$ cat src/rtl/sfifo_packer.sv
// sfifo_packer: width-upsizing stage placed after sfifo.
// Packs RATIO consecutive inbound words of type T into one wide word. The
// first word received sits in the LSBs. A flush request emits a partly
// filled group, zero-padded, with its word count.
//
// Ports:
//   clock          system clock; all state changes on the rising edge
//   reset          synchronous, active-high; clears all state
//   receiver_data  inbound word (sfifo sender.data)
//   receiver_valid inbound word present
//   receiver_ready packer accepts the inbound word this cycle
//   flush          level request to emit the current partial group
//   sender_data    packed word; word k at [k*W +: W]
//   sender_count   number of valid words in sender_data (1..RATIO)
//   sender_valid   packed word present
//   sender_ready   downstream accepts the packed word
module sfifo_packer #(
  parameter type         T     = logic [31:0],
  parameter int unsigned RATIO = 4,
  parameter int unsigned CW    = $clog2(RATIO + 1)
) (
  input  logic                            clock,
  input  logic                            reset,
  input  T                                receiver_data,
  input  logic                            receiver_valid,
  output logic                            receiver_ready,
  input  logic                            flush,
  output logic [RATIO*$bits(T)-1:0]       sender_data,
  output logic [CW-1:0]                   sender_count,
  output logic                            sender_valid,
  input  logic                            sender_ready
);

  localparam int unsigned W  = $bits(T);
  localparam int unsigned FW = $clog2(RATIO);

  // Only RATIO-1 slots are buffered; the last word of a group goes straight
  // into the output register.
  logic [(RATIO-1)*W-1:0] r_buf;
  logic [FW-1:0]          r_fill;
  logic [RATIO*W-1:0]     r_data;
  logic [CW-1:0]          r_count;
  logic                   r_valid;

  logic                   w_rx_ready;
  logic                   w_accept;
  logic                   w_complete;
  logic                   w_flush;
  logic [RATIO*W-1:0]     w_merged;

  assign w_rx_ready = !r_valid || sender_ready;
  assign w_accept   = receiver_valid && w_rx_ready;
  assign w_complete = w_accept && (r_fill == FW'(RATIO - 1));
  // A completing group takes priority; flush then has nothing left to add.
  assign w_flush    = flush && w_rx_ready && ((r_fill != '0) || w_accept)
                      && !w_complete;

  // Buffer plus the word arriving this cycle. Slots above fill are already
  // zero, so this is the correctly padded output for both load cases.
  always_comb begin
    w_merged = {{W{1'b0}}, r_buf};
    if (w_accept) begin
      w_merged[r_fill*W +: W] = receiver_data;
    end
  end

  always_ff @(posedge clock) begin
    if (reset) begin
      r_buf   <= '0;
      r_fill  <= '0;
      r_data  <= '0;
      r_count <= '0;
      r_valid <= 1'b0;
    end else if (w_complete || w_flush) begin
      r_data  <= w_merged;
      r_count <= w_complete ? CW'(RATIO) : (CW'(r_fill) + CW'(w_accept));
      r_valid <= 1'b1;
      r_fill  <= '0;
      r_buf   <= '0;
    end else begin
      if (w_accept) begin
        r_buf[r_fill*W +: W] <= receiver_data;
        r_fill               <= r_fill + FW'(1);
      end
      if (r_valid && sender_ready) begin
        r_valid <= 1'b0;
      end
    end
  end

  assign receiver_ready = w_rx_ready;
  assign sender_data    = r_data;
  assign sender_count   = r_count;
  assign sender_valid   = r_valid;

endmodule
$ cat config.mk
export PLATFORM = sky130hd
export DESIGN_NAME = sfifo_packer
export DESIGN_NICKNAME = d
export VERILOG_FILES = /design/src/rtl/sfifo_packer.sv
export SDC_FILE = /design/constraint.sdc
export NUM_CORES = 1
export LEC_CHECK = 0
export ABC_AREA = 1
export ABC_CLOCK_PERIOD_IN_PS = 2550
export BUFFER_PORTS_ARGS = -buffer_cell sky130_fd_sc_hd__buf_2
export CORE_MARGIN = 2
export CORE_UTILIZATION = 45
export DETAILED_ROUTE_END_ITERATION = 12
export MAX_ROUTING_LAYER = met4
export PLACE_DENSITY = 0.67
export SLEW_MARGIN = 0
export SYNTH_ARGS = -nofsm -noshare
export SYNTH_HDL_FRONTEND = slang
export SYNTH_SLANG_ARGS = --single-unit
$ cat constraint.sdc
create_clock -name clock -period 2.55 [get_ports clock]
set_input_delay 0.255 -clock clock [delete_from_list [all_inputs] [get_ports clock]]
set_output_delay 0.255 -clock clock [all_outputs]
set_load 0.02 [all_outputs]
==> results by group <==
Outcome
  – Status: finished clean

Clock network
  – CTS tree: done
  – Root buffer cell: clkbuf_16
  – H-tree depth: 1
  – Worst-path clk slew: roughly 60 ps
  – Hold buffers post-CTS: 0
  – Total CTS buffers: 25
  – Max Buffers Root-to-Sink: 3
  – Clk_lat worst skew: 530 ps
  – Post-CTS Repair Setup Buffers: 0
  – CTS Sinks: 230
  – Post-cts sizing count: 0

Timing
  – Final Max Tran Viols: 0
  – Fmax: between 400 and 500 MHz
  – Endpoints failing hold: 0
  – Setup ws final: between 200 and 250 ps
  – Slew HR: 0.323
  – Slew of the pin with the lowest slew margin: a little over 1000 ps
  – Post-layout min period: about 2300 ps
  – Setup-failing EPs final: 0
  – Period utilization: 0.915
  – Setup TNS: 0 ps
  – Unrepaired setup endpoints after global routing: no
  – Clock Skew: between 20 and 25 ps

Finish
  – Layout Cell Area excl Fill: 11100 um2
  – Layout fillers: 2017
  – Synth-to-Final Area Change: 19.5%
  – Share of post-route cells with drive strength above 1: 0.160
  – Nets: around 1500
  – Ant. Diodes: 0

Synthesis
  – Adder-cell share of the synthesized area: 0.00941
  – Most frequent cell after synthesis: nand2_1
  – Flops & latches, synth: 230
  – Share of the synthesized area in the top cell type: 0.495
  – Mean Syn Cell Area: about 6.8 um2
  – Top cells by count, synth: nand2_1, dfxtp_1, nor2_1
  – Xor and xnor area share after synthesis: 0
  – Number of enable flip-flop cells after synthesis: 0
  – Synthesized area: roughly 9300 um2
  – Syn nets: about 1400
  – Post-synthesis sequential area ratio: 0.495
  – Asr flop ratio synth: 0
  – Synth Area in Compound Gates: 0.0533
  – Simple-Gate Fraction of Synth Area: 0.368
  – Top post-synthesis cells by area: dfxtp_1, nand2_1, a21oi_1
  – Warnings, synthesis: 0
  – Largest family of logic cells by synthesized area: simple AND/OR/NAND/NOR gates
  – Synthesized netlist cell count: 1361
  – Yosys cell types: 21
  – Post-synthesis mux area share: 0
  – Synth Flop Type: dfxtp_1
  – Synth area leader: dfxtp_1

Drt
  – Router iterations before antenna repair: 5
  – DR WL/cell: roughly 14 um
  – WL final: around 26000 um
  – Via/cell ratio: between 4 and 5
  – ANT nets after route: 0
  – Number of DRC markers in iteration 0: about 680
  – Total number of vias: about 8700
  – DRC violations left: 0

Place
  – Placed cell area: 10300 um2
  – Detailed placement HPWL: around 17000 um
  – # port buffers: about 170
  – GP Congestion: 0.895
  – Dpl ws: roughly 270 ps

Die
  – Die area: between 20000 and 25000 um2
  – I/O pin count: between 150 and 200
  – Chip Width: 148 um
  – Initial cell density of the core: 0.460
  – Core Footprint: approximately 20000 um2
  – Row cnt: 52
  – Die height: around 150 um

Worst setup path
  – Delay-heaviest family, CP: buffers and inverters
  – Setup crit end kind: register
  – Slowest cell on crit path: buf_4
  – Crit start category: register
  – Crit Path Class: register to register
  – Buf/Inv on CP: 3
  – Critical Path RT: a little over 3000 ps
  – Worst-path cell chain: buf_4 > ha_1 > nand3_4 > nand2_2 > nand2_2 > inv_2 > buf_4 > nand2_1 > nand2_1
  – Slowest stage delay, CP: approximately 460 ps
  – Arrival time at the worst endpoint: 2810 ps
  – Crit-path max FO: 46

Power and ir drop
  – NetSw: approximately 2.0 mW
  – P per Cell Area: ~720 nW/um2
  – Seq pwr share: 0.458
  – LEAKAGE: 5.87 nW
  – Clock group share of total power: 0.455
  – Internal Power: around 6.0 mW
  – Maximum VDD drop: just under 600 uV
  – Switching share of power: 0.250
  – Comb power frac: 0.087

Global routing
  – Largest net degree at the start of global routing: 99
  – Total grt overflow: 0
  – Total GRT Usage: 0.239
  – First-pass GRT wire length: approximately 41000 um
  – Vias in the first global route: 8007
  – Initial antenna violation count: 0

Flow run
  – Max-cap viol count: 0

Hold path
  – Hold WC Path Type: primary input to register
-- worst reg2reg max path, cell delays in order (launching register included) --
cell and delay, ps:
dfxtp_1 330, buf_4 340, ha_1 260, nand3_4 230, nand2_2 160, nand2_2 150
inv_2 110, buf_4 460, nand2_1 140, nand2_1 90
-- layout make-up --
class	instances	area (um2)	share of cell area
Multi-Input combinational cell	973	4010	0.361
Sequential cell	230	4600	0.414
Clock buffer	32	682	0.0613
Tap cell	270	338	0.0304
Inverter	81	309	0.0278
Clock inverter	9	133	0.0119
Timing Repair Buffer	190	1040	0.0936
-- metal layers --
metal | wire length (um) | global-route usage
met5 | 0 | -
met4 | 846 | 0.0827
met3 | 1780 | 0.0355
met2 | 10900 | 0.349
met1 | 12000 | 0.337
-- registers in the layout (all words and copies together), names as in the netlist --
signal and count:
r_buf 96, r_fill 2, sender_count 3, sender_data 128, sender_valid 1
-- kinds of logic (layout without fill, tap and decap cells) --
group / count (synthesis) / after routing
flip-flops: 230 / 230
AND/OR/NAND/NOR: 867 / 867
buffers and inverters: 158 / 312
adder cells (fa/ha/maj): 7 / 7
AO/OA/AOI/OAI: 99 / 99
-- power by group through the flow --
stage	clock network (mW)	logic [mW]	registers (mW)
2_1_floorplan	0	0.441	3.77
3_3_place_gp	0	0.683	3.74
3_5_place_dp	0	0.685	3.74
4_1_cts	3.69	0.688	3.66
5_1_grt	3.84	0.765	3.67
6_report	3.64	0.693	3.67
-- worst paths after layout --
| check | startpoint | to | slack [ps] | depth (start not counted) |
|---|---|---|---|---|
| max | r_fill[0] | sender_data[22] | 220 | 9 |
| min | flush | sender_count[1] | 50 | 3 |
| max reg2reg | r_fill[0] | sender_data[22] | 220 | 9 |
| min reg2reg | sender_data[110] | sender_data[110] | 440 | 2 |
-- stage by stage --
stage	power, mW	hold WS [ps]	instances	utilization
after floorplan	4.21	426	1361	-
after global placement	4.43	423	1744	0.509
after detailed placement	4.43	428	1744	0.509
after CTS	8.04	44.0	1785	0.549
after global routing	8.27	59.3	1785	0.549
final	8.00	54.5	1785	0.549
-- cell usage in the layout, fill, tap and decap left out, drive strengths merged --
cell type / synthesis / routed
clkbuf: 36 / 32
inv: 80 / 80
ha: 7 / 7
dfxtp: 230 / 230
clkinv: 1 / 5
buf: 41 / 190
clkinvlp: 0 / 2
nand3: 39 / 39
nor3: 14 / 14
nor2: 113 / 113
nand2: 686 / 686
o21ai: 13 / 13
nand4: 15 / 15
a21oi: 86 / 86
bufinv: 0 / 3
(Power assumes the default switching activity.)
